`src/rtl/elem_writer.sv`:
```
// elem_writer
//   Writes fixed-size array elements (NDWORDS x 32-bit) to memory over a
//   16-bit Avalon-MM master. Each element becomes 2*NDWORDS halfword beats
//   starting at baseaddr + 4*NDWORDS*index. The lowest halfword is written to the lowest address.
//   One active element plus a one-entry queue.
//
// Ports
//   clk, reset_n          rising-edge clock, async active-low reset
//   baseaddr[31:0]        array byte base address (static)
//   index[31:0]           element index, captured on acceptance
//   data[ELEMSZ-1:0]      element contents, captured on acceptance
//   write / iready        request handshake (accepted when both high)
//   done                  one-cycle pulse after each element's last beat
//   busy                  element active or queued
//   avm_m0_*              Avalon-MM write master (16-bit data)
module elem_writer #(
    parameter  int NDWORDS = 9,
    localparam int ELEMSZ  = 32 * NDWORDS
) (
    input  logic              clk,
    input  logic              reset_n,
    input  logic [31:0]       baseaddr,
    input  logic [31:0]       index,
    input  logic [ELEMSZ-1:0] data,
    input  logic              write,
    output logic              iready,
    output logic              done,
    output logic              busy,
    output logic              avm_m0_write,
    output logic [31:0]       avm_m0_address,
    output logic [15:0]       avm_m0_writedata,
    output logic [1:0]        avm_m0_byteenable,
    input  logic              avm_m0_waitrequest
);

    localparam int NBEATS = 2 * NDWORDS;
    localparam int BW     = $clog2(NBEATS);
    localparam logic [BW-1:0] LAST_BEAT = BW'(NBEATS - 1);

    typedef enum logic [1:0] {IDLE, WRITE, NEXT} state_t;

    state_t             state_q,    state_d;
    logic [BW-1:0]      beat_q,     beat_d;
    logic [31:0]        act_addr_q, act_addr_d;
    logic [ELEMSZ-1:0]  act_data_q, act_data_d;
    logic               q_full_q,   q_full_d;
    logic [31:0]        q_addr_q,   q_addr_d;
    logic [ELEMSZ-1:0]  q_data_q,   q_data_d;
    logic               done_q,     done_d;

    logic               accept;
    logic               beat_fire;
    logic [31:0]        start_addr;

    assign iready     = !q_full_q;
    assign accept     = write && iready;
    assign beat_fire  = (state_q == WRITE) && !avm_m0_waitrequest;
    assign start_addr = baseaddr + 32'(4 * NDWORDS) * index;

    assign avm_m0_write      = (state_q == WRITE);
    assign avm_m0_address    = avm_m0_write ? act_addr_q + (32'(beat_q) << 1) : '0;
    assign avm_m0_writedata  = avm_m0_write ? act_data_q[16*beat_q +: 16] : '0;
    assign avm_m0_byteenable = avm_m0_write ? 2'b11 : 2'b00;
    assign done              = done_q;
    assign busy              = (state_q != IDLE) || q_full_q;

    always_comb begin
        state_d    = state_q;
        beat_d     = beat_q;
        act_addr_d = act_addr_q;
        act_data_d = act_data_q;
        q_full_d   = q_full_q;
        q_addr_d   = q_addr_q;
        q_data_d   = q_data_q;
        done_d     = 1'b0;

        // Any request accepted outside IDLE is queued; acceptance implies the
        // queue is empty, so this never collides with the dequeue paths below.
        if (accept && state_q != IDLE) begin
            q_addr_d = start_addr;
            q_data_d = data;
            q_full_d = 1'b1;
        end

        case (state_q)
            IDLE: begin
                if (accept) begin
                    act_addr_d = start_addr;
                    act_data_d = data;
                    beat_d     = '0;
                    state_d    = WRITE;
                end
            end
            WRITE: begin
                if (beat_fire) begin
                    if (beat_q == LAST_BEAT) begin
                        done_d = 1'b1;
                        beat_d = '0;
                        if (q_full_q) begin
                            act_addr_d = q_addr_q;
                            act_data_d = q_data_q;
                            q_full_d   = 1'b0;
                            state_d    = NEXT;
                        end else if (accept) begin
                            state_d = NEXT;
                        end else begin
                            state_d = IDLE;
                        end
                    end else begin
                        beat_d = beat_q + 1'b1;
                    end
                end
            end
            NEXT: begin
                // Queue still full here only when the request arrived on the
                // last-beat edge; it is promoted now. Otherwise the element
                // was already promoted and a new arrival stays queued.
                if (q_full_q) begin
                    act_addr_d = q_addr_q;
                    act_data_d = q_data_q;
                    q_full_d   = 1'b0;
                end
                beat_d  = '0;
                state_d = WRITE;
            end
            default: state_d = IDLE;
        endcase
    end

    always_ff @(posedge clk or negedge reset_n) begin
        if (!reset_n) begin
            state_q    <= IDLE;
            beat_q     <= '0;
            act_addr_q <= '0;
            act_data_q <= '0;
            q_full_q   <= 1'b0;
            q_addr_q   <= '0;
            q_data_q   <= '0;
            done_q     <= 1'b0;
        end else begin
            state_q    <= state_d;
            beat_q     <= beat_d;
            act_addr_q <= act_addr_d;
            act_data_q <= act_data_d;
            q_full_q   <= q_full_d;
            q_addr_q   <= q_addr_d;
            q_data_q   <= q_data_d;
            done_q     <= done_d;
        end
    end

endmodule

```
`config.mk`:
```
export PLATFORM = sky130hd
export DESIGN_NAME = elem_writer
export DESIGN_NICKNAME = d
export VERILOG_FILES = /design/src/rtl/elem_writer.sv
export SDC_FILE = /design/constraint.sdc
export NUM_CORES = 1
export LEC_CHECK = 0
export CORE_ASPECT_RATIO = 1.4
export CORE_MARGIN = 3
export CORE_UTILIZATION = 57
export DETAILED_ROUTE_END_ITERATION = 6
export PLACE_DENSITY = 0.82
export SLEW_MARGIN = 10
export SYNTH_ARGS = -nofsm -noshare
export SYNTH_HDL_FRONTEND = slang
export SYNTH_SLANG_ARGS = --single-unit
export TNS_END_PERCENT = 5
```
`constraint.sdc`:
```
create_clock -name clk -period 8.08 [get_ports clk]
set_clock_uncertainty 0.1 [all_clocks]
set_input_delay 1.212 -clock clk [delete_from_list [all_inputs] [get_ports clk]]
set_output_delay 1.212 -clock clk [all_outputs]
set_load 0.03 [all_outputs]
```
==> results of run 1 <==
placed cells by master (no fill, tap or decap), types with 46 or more instances in the layout:
cell type,instances
nand2_1,1259
dfrtp_1,647
clkdlybuf4s50_1,406
o21ai_0,371
mux2i_1,313
nor2_1,107
a21oi_1,95
ha_1,91
mux4_2,80
clkbuf_16,59
xnor2_1,46
cell families after synthesis:
group	synth area share, %
AOI/OAI and AO/OA	9.343
buffers and inverters	2.908
xor gates and xnor gates	2.099
DFF	49.28
adders and majority gates	3.675
muxes	14.97
and+or+nand+nor	17.73
metrics by stage:
stage	setup WS, ns	instances	power, mW	instance area (um^2)
2_1_floorplan	2.607	3501	11.12	32960
3_3_place_gp	1.658	4448	13.26	37410
3_5_place_dp	1.647	4448	13.55	37410
4_1_cts	2.254	4555	16.53	39420
5_1_grt	1.915	4568	17.62	39450
6_report	2.114	4576	16.49	39470
worst max path at each step:
stage          depth (start not counted)            endpoint  slack, ns      start
2_1_floorplan                         21        q_addr_q[29]       2.61   index[1]
3_3_place_gp                          22        q_addr_q[29]       1.66   index[2]
3_5_place_dp                          21        q_addr_q[29]       1.65   index[1]
4_1_cts                               10  avm_m0_address[31]       2.25  beat_q[0]
5_1_grt                               20      act_addr_q[26]       1.92   index[1]
6_report                              21        q_addr_q[29]       2.11   index[1]
power groups by stage:
stage	clock network, mW	logic [mW]	registers, mW
floorplan	0	5.69	5.43
global placement	0	7.55	5.71
detailed placement	0	7.76	5.80
CTS	2.96	7.81	5.76
global route	3.09	8.58	5.95
finish	2.92	7.79	5.77
registers in the layout, indices dropped and copies added, names as in the netlist:
register	count
q_data_q	288
done	1
act_data_q	288
beat_q	5
act_addr_q	32
q_addr_q	32
q_full_q	1
state_q	2
routing by layer:
layer,routed length [um],part of all wire [%],vias to the layer above
met5,99,0.10,-
met4,4467,4.7,16
met3,5847,6.1,194
met2,48550,51,779
met1,36680,38,12740
li1,-,-,12370
critical path: cells and delay by family:
family                     cells  cell delay, ns
AOI/OAI and AO/OA             10            2.32
xor gates and xnor gates       1            0.14
adders and majority gates      4            1.36
buffers and inverters          2            0.55
and+or+nand+nor                4            0.81
layout make-up:
cell class / instances / area (um^2) / share of cell area (%)
inverter: 23 / 86.33 / 0.2187
clock inverter: 24 / 327.8 / 0.8305
antenna: 21 / 52.55 / 0.1331
clock buffer: 83 / 1677 / 4.248
sequential: 649 / 16250 / 41.16
tap: 735 / 919.6 / 2.330
multi-input combinational: 2609 / 15790 / 40.01
timing repair buffer: 432 / 4367 / 11.06
==> impl_summary.md, run 1 <==
Outcome
The flow ran to the end, but the final reports show violations. The checks that failed: design-rule violations.

Drt
The per-cell routed wire length is about 21 um. Once detail routing completed, the nets flagged for antenna violations numbered 0. The number of DRC markers after the initial detailed-route iteration is ~2,300. In the routed design, unresolved DRC markers number 7.

The routed via count is about 26,000. Using the TritonRoute via totals, the vias-per-cell ratio works out to around 5.7. The total iterations of the first detailed-routing run is 7. The total wirelength of the detailed-routed design is approximately 96,000 um.

GRT
Global routing used 30.88% of the available tracks across all layers. In the global route stage, met3 resource usage came out at approximately 5.6%. For this run the aggregate overflow at the end of global routing stands at 0. The wire length of the first global-routing pass is ~150,000 um. The met2 layer usage reported by global route is between 50 and 60%. The maximum number of pins on one net before global-route repair is 254. Global routing consumed, on the met1 layer, between 30% and 40% of the routing resources. The via count of the first global-routing pass is roughly 26,000. The busiest layer in global routing is met2. The initial antenna violation count came to 28.

Pwr
The combinational fraction of design power is between 40% and 50%. The clock network accounts for approximately 18% of the total power. The maximum ir drop on the vdd rail is 0.5261 mV.

The relative contribution of sequential cells to total power is 35.0%. Summed over all cells, the static leakage comes to approximately 19 nW. Power spread over the standard cell area amounts to between 400 and 500 nW/um^2. Net switching is a little over two fifths of the power. The internal power of the cells totals 9.602 mW. The analysis attributes to net switching a power of roughly 6.9 mW.

STA
The total negative setup slack is 0 ns. Setup repair after global routing left no endpoint under its margin. The setup-violating endpoint count in the final report is 0. The final count of pins violating max slew came to 0.

Across all hold checks on the routed design, the worst slack comes to 0.3722 ns. The count of final hold-check violations was 0. The maximum achievable frequency is 0.1676 GHz.

The shortest period the worst path allows is 5.966 ns. The worst pin sits at a relative slew slack of between 20% and 30%. The final clock period utilization by the worst path is 73.84%. At the pin with the least slew margin, the transition time is about 1.2 ns.

Floorplan
The row count is between 100 and 150. During I/O placement, the number of pins put on the boundary was slightly above 400. In this run the vertical extent of the chip is just under 300 um. The placeable core area is between 50,000 and 60,000 um^2.

The effective utilization at floorplan is 57.99%. The area of the die is a little over 60,000 um^2. The die is roughly 210 um wide.

Synth
The number of flops mapped to enable cells by yosys is 0. In the synthesized netlist the dominant register cell turns out to be dfrtp_1. In the post-synthesis netlist, the biggest area contributors are dfrtp_1, nand2_1, mux2i_1.

Yosys printed 0 warnings. After synthesis the netlist holds a flip-flop and latch count of roughly 650. By instance count, the leading cell after synthesis is nand2_1.

Counting every net in the synthesized netlist gives about 4,000. The post-synthesis cell area is 32,960 um^2. The average instance area after synthesis is 9.414 um^2. The fraction of post-synthesis cell area in the top cell type by area is ~49%.

After synthesis, the most frequently instantiated cells are nand2_1, dfrtp_1, o21ai_0, mux2i_1, clkbuf_1. The async set or reset register ratio after synthesis is 100.0%. The sequential element share of the synthesized area is 49.28%. The count of distinct cell types in the synthesized netlist is 66. The biggest area contributor in the post-synthesis netlist is dfrtp_1. The cell count after synthesis is 3,501.

Hold path
The hold path endpoint is q_data_q[101]. In this run the most critical hold path is launched from q_data_q[101]. The min-delay analysis places its worst path in the category flip-flop to flip-flop. Along the worst hold path, the cell count comes to 2.

CTS
The register clock-pin slew on the reported worst setup and hold paths is approximately 0.07 ns. The TritonCTS sink count is around 650. Clock latency on the worst-skew pair, taken at its later pin, is 0.62 ns. The number of hold buffers added after CTS was 0. The root cell of the clock tree is clkbuf_16. The clock tree synthesis step divided the H-tree into 2 levels. The post-cts sizing count is 0. The number of buffers inserted by post-CTS setup repair is 0. The maximum clock path buffer count is 3. TritonCTS built the clock tree. The CTS buffer count is just under 60.

Critical path
Data arrives at the worst endpoint at 6.40 ns. The highest cell delay on the worst timing path is between 0.4 and 0.5 ns. The worst setup path is launched from an input pin. The largest fanout on the critical path is 7.

The worst setup path is of the input pin to flip-flop kind. The slowest cell on the critical path is fa_1. The startpoint identified for the worst register-to-register timing path is beat_q[1].

The end of the worst register-to-register path is act_data_q[206]. Counting cells, the worst reg-to-reg path comes to 9. Walking the worst path, the cells encountered are clkdlybuf4s50_1 > ha_1 > ha_1 > fa_1 > a21oi_1 > o21ai_1 > a311oi_2 > nor4b_2 > o31a_1 > nor2_1 > xnor2_1 > ha_1 > a21o_1 > a21o_1 > a21oi_1 > o31a_1 > inv_1 > o211ai_1 > a21oi_1 > or4_1 > nand3_1. The capturing element type of the critical path is a flip-flop. The register-to-register path setup slack is about 3.7 ns. The data required time of the critical path is between 8 and 9 ns.

Finish
The layout cell share with drive strength beyond 1 is 5.707%. Relative to the synthesized area, the layout overhead comes to 19.76%. The count of fill cells added during filler insertion is roughly 4,300. Cells fill 69.45% of the core in the end. For this run, the post-layout net count is ~4,200.

Place
During placement, the flow inserted port buffers numbering around 400. At the end of routability-driven placement, the weighted congestion stood at 0.9041. The HPWL reported at the end of detailed placement is approximately 67,000 um.

Run
The tool flagged a number of max-cap violations equal to 0.
(Power assumes the default switching activity.)
==> run 2: changes to the inputs <==
CORE_UTILIZATION = 56   (was 57)
PLACE_DENSITY = 0.8   (was 0.82)
clock period = 5.9 ns   (was 8.08 ns; I/O delays follow)
==> impl_summary.md, run 2 (synthesis results as in run 1) <==
Outcome
The run finished with clean final reports.

Place
The routability-driven placement congestion ratio is 0.9572 (+5.9%). The cell area reported after detailed placement is 37,700 um^2 (+0.75%). The number of buffers inserted by port buffering is 407 (unchanged).

The HPWL reported at the end of detailed placement is 67,490 um (+0.52%). The number of cells in the design after placement came to 4,483 (+0.79%).

Pwr
The static leakage came to 19.16 nW (+0.89%). The maximum ir drop on the vdd rail is 0.5783 mV (+9.9%). The ratio of total power to cell area is 569.0 nW/um^2 (+36%).

Critical path
The data arrival time of the critical path is 5.90 ns (-0.50 ns). The largest fanout on the critical path is 3 (-4). The type of the setup path with the least slack is input pin to flip-flop. The register-to-register path setup slack is 2.29 ns (-1.37 ns). The startpoint type of the worst setup path is an input pin. The capturing element type of the critical path is a flip-flop. The data required time of the critical path was 6.32 ns (-2.19 ns). The length in cells of the worst reg-to-reg path is 7 (-2).

Floorplan
The row count is 104 (+0.97%). The I/O pin count is 410 (unchanged). The die span in x is 211.0 um (+0.86%). The area of the die is 61,840 um^2 (+1.7%). The effective utilization at floorplan is 56.92% (-1.1 points). The placeable core area is 57,910 um^2 (+1.9%). The die outline height came to 293.0 um (+0.87%).

CTS
The maximum clock path buffer count was 3 (unchanged). The CTS buffer count is 58 (-1.7%). The hold buffer count at cts is 0 (unchanged).

The root cell of the clock tree is clkbuf_16. The latest clock arrival within the worst-skew pair came to 0.60 ns (-0.02 ns). The register clock-pin slew on the reported worst setup and hold paths is 0.06 ns (about the same).

The number of buffers inserted by post-CTS setup repair is 0 (unchanged). The TritonCTS clock tree is built. The TritonCTS sink count is 649 (unchanged). The depth of the CTS H-tree was 2 (unchanged).

The post-cts sizing count is 0 (unchanged).

STA
Subtracting the final worst setup slack from the clock period gives 5.478 ns. The worst slew slack as a fraction of its limit came to 30.20% (+8.5 points). The final clock period utilization by the worst path is about 93%. The final count of pins violating max slew came to 0 (unchanged). Derived from the worst setup path, the maximum achievable clock frequency is roughly 0.18 GHz.

Setup repair after global routing left no endpoint under its margin. The count of final hold-check violations was 0 (unchanged). The setup-violating endpoint count in the final report was 0 (unchanged). The slew at the pin closest to its max-slew limit was 1.047 ns (-0.1273 ns).

Drt
The number of nets with antenna violations after routing is 0 (unchanged). The number of DRC markers after the initial detailed-route iteration is 2,176 (-7.3%). The total wirelength of the detailed-routed design came to 95,790 um (+0.15%).

The per-cell routed wire length was 20.78 um (-0.58%). The total iterations of the first detailed-routing run is 5 (-2). The mean number of vias per cell is 5.663 (-0.70%). The routed via count is 26,110 (+0.042%). The post-detailed-route DRC marker count is 0 (-7).

GRT
The via count of the first global-routing pass is 26,220 (+1.2%). The initial antenna violation count came to 29 (+3.6%). The overall fraction of global-route tracks in use is 30.66% (-0.22 points).

The total congestion overflow is 0 (unchanged). The maximum number of pins on one net before global-route repair is 235 (-7.5%). The wire length of the first global-routing pass is 147,200 um (about the same).

Finish
The end-of-flow core utilization came to 68.65% (-0.80 points). The area growth from synthesis to layout is 20.62%. The multi-input gate area in the final layout is 15,790 um^2 (unchanged). The count of fill cells added during filler insertion is 4,448 (+4.2%).

The largest registers in the layout are act_data_q (288), q_data_q (288). The leading cell type in the layout, fill and taps excluded is nand2_1. The final net count is 4,252 (+0.64%). The area taken by flip-flops and latches was 16,250 um^2 (unchanged). The post-route cell area is 39,750 um^2 (+0.72%). The layout cell share with drive strength beyond 1 was 6.495% (+0.79 points). The final standard cell count with taps included and fillers excluded was 4,610 (+0.74%). In the layout the commonest cells are nand2_1, dfrtp_1, clkdlybuf4s50_1.

Run
The number of max-cap violations is 0 (unchanged).

Hold path
The worst hold path belongs to the class input pin to async pin.
[run 2: cell types whose count changed in the layout (fill, tap and decap cells not counted), sizes merged]
cell,change
buf,+28
clkbuf,+2
clkinv,+2
diode,-2
inv,-2
bufinv,-1
[run 2: path summary, 6_finish.rpt]
path	endpoint	start
max	act_addr_q[29]	index[1]
min	q_addr_q[30]	reset_n
max reg2reg	act_data_q[129]	state_q[1]
min reg2reg	q_data_q[95]	q_data_q[95]
max in group asynchronous	q_data_q[129]	reset_n
min in group clk	q_data_q[95]	q_data_q[95]
[run 2: layout make-up]
cell class | instances | share of cell area [%]
antenna | 19 | 0.1196
sequential | 649 | 40.87
multi-input combinational | 2609 | 39.73
clock buffer | 85 | 4.362
tap | 742 | 2.335
timing repair buffer | 460 | 11.67
inverter | 23 | 0.2172
clock inverter | 23 | 0.6956
[run 2: critical path: stages]
cell             delay (ns)
clkdlybuf4s50_1        0.43
ha_1                   0.30
ha_1                   0.22
fa_1                   0.44
a21oi_1                0.23
o21ai_1                0.17
a311oi_2               0.46
nor2_1                 0.11
and2_1                 0.18
o21ai_0                0.12
a21boi_0               0.10
ha_1                   0.20
or3_1                  0.37
a221oi_1               0.25
buf_4                  0.17
o31a_1                 0.16
inv_1                  0.06
o211ai_1               0.26
a21oi_1                0.14
buf_4                  0.16
or3_1                  0.37
nand3_1                0.09
[run 2: through the flow]
step                       TNS, ns  hold slack (ns)  setup WS, ns  power, mW
after floorplan                  0           0.3423        0.7536      15.23
after global placement           0           0.3551       0.01331      18.27
after detailed placement  -0.09468           0.3618      -0.07613      18.66
after CTS                        0           0.2790        0.5554      22.70
after global routing             0           0.3178        0.1249      24.16
final                            0           0.2610        0.4216      22.62
[run 2: report_power, final]
| part | switching [mW] | internal [mW] |
|---|---|---|
| registers | 1.22 | 6.61 |
| logic | 6.50 | 4.31 |
| clock network | 1.69 | 2.30 |
| total | 9.41 | 13.2 |
[run 2: metal layers]
layer  share of wire [%]  vias to the layer above  global-route usage [%]
met4                 4.1                       18                   12.06
met5                0.13                        -                       0
met3                 5.8                      183                   4.956
li1                    -                    12400                       -
met1                  39                    12710                   37.50
met2                  51                      797                   54.47
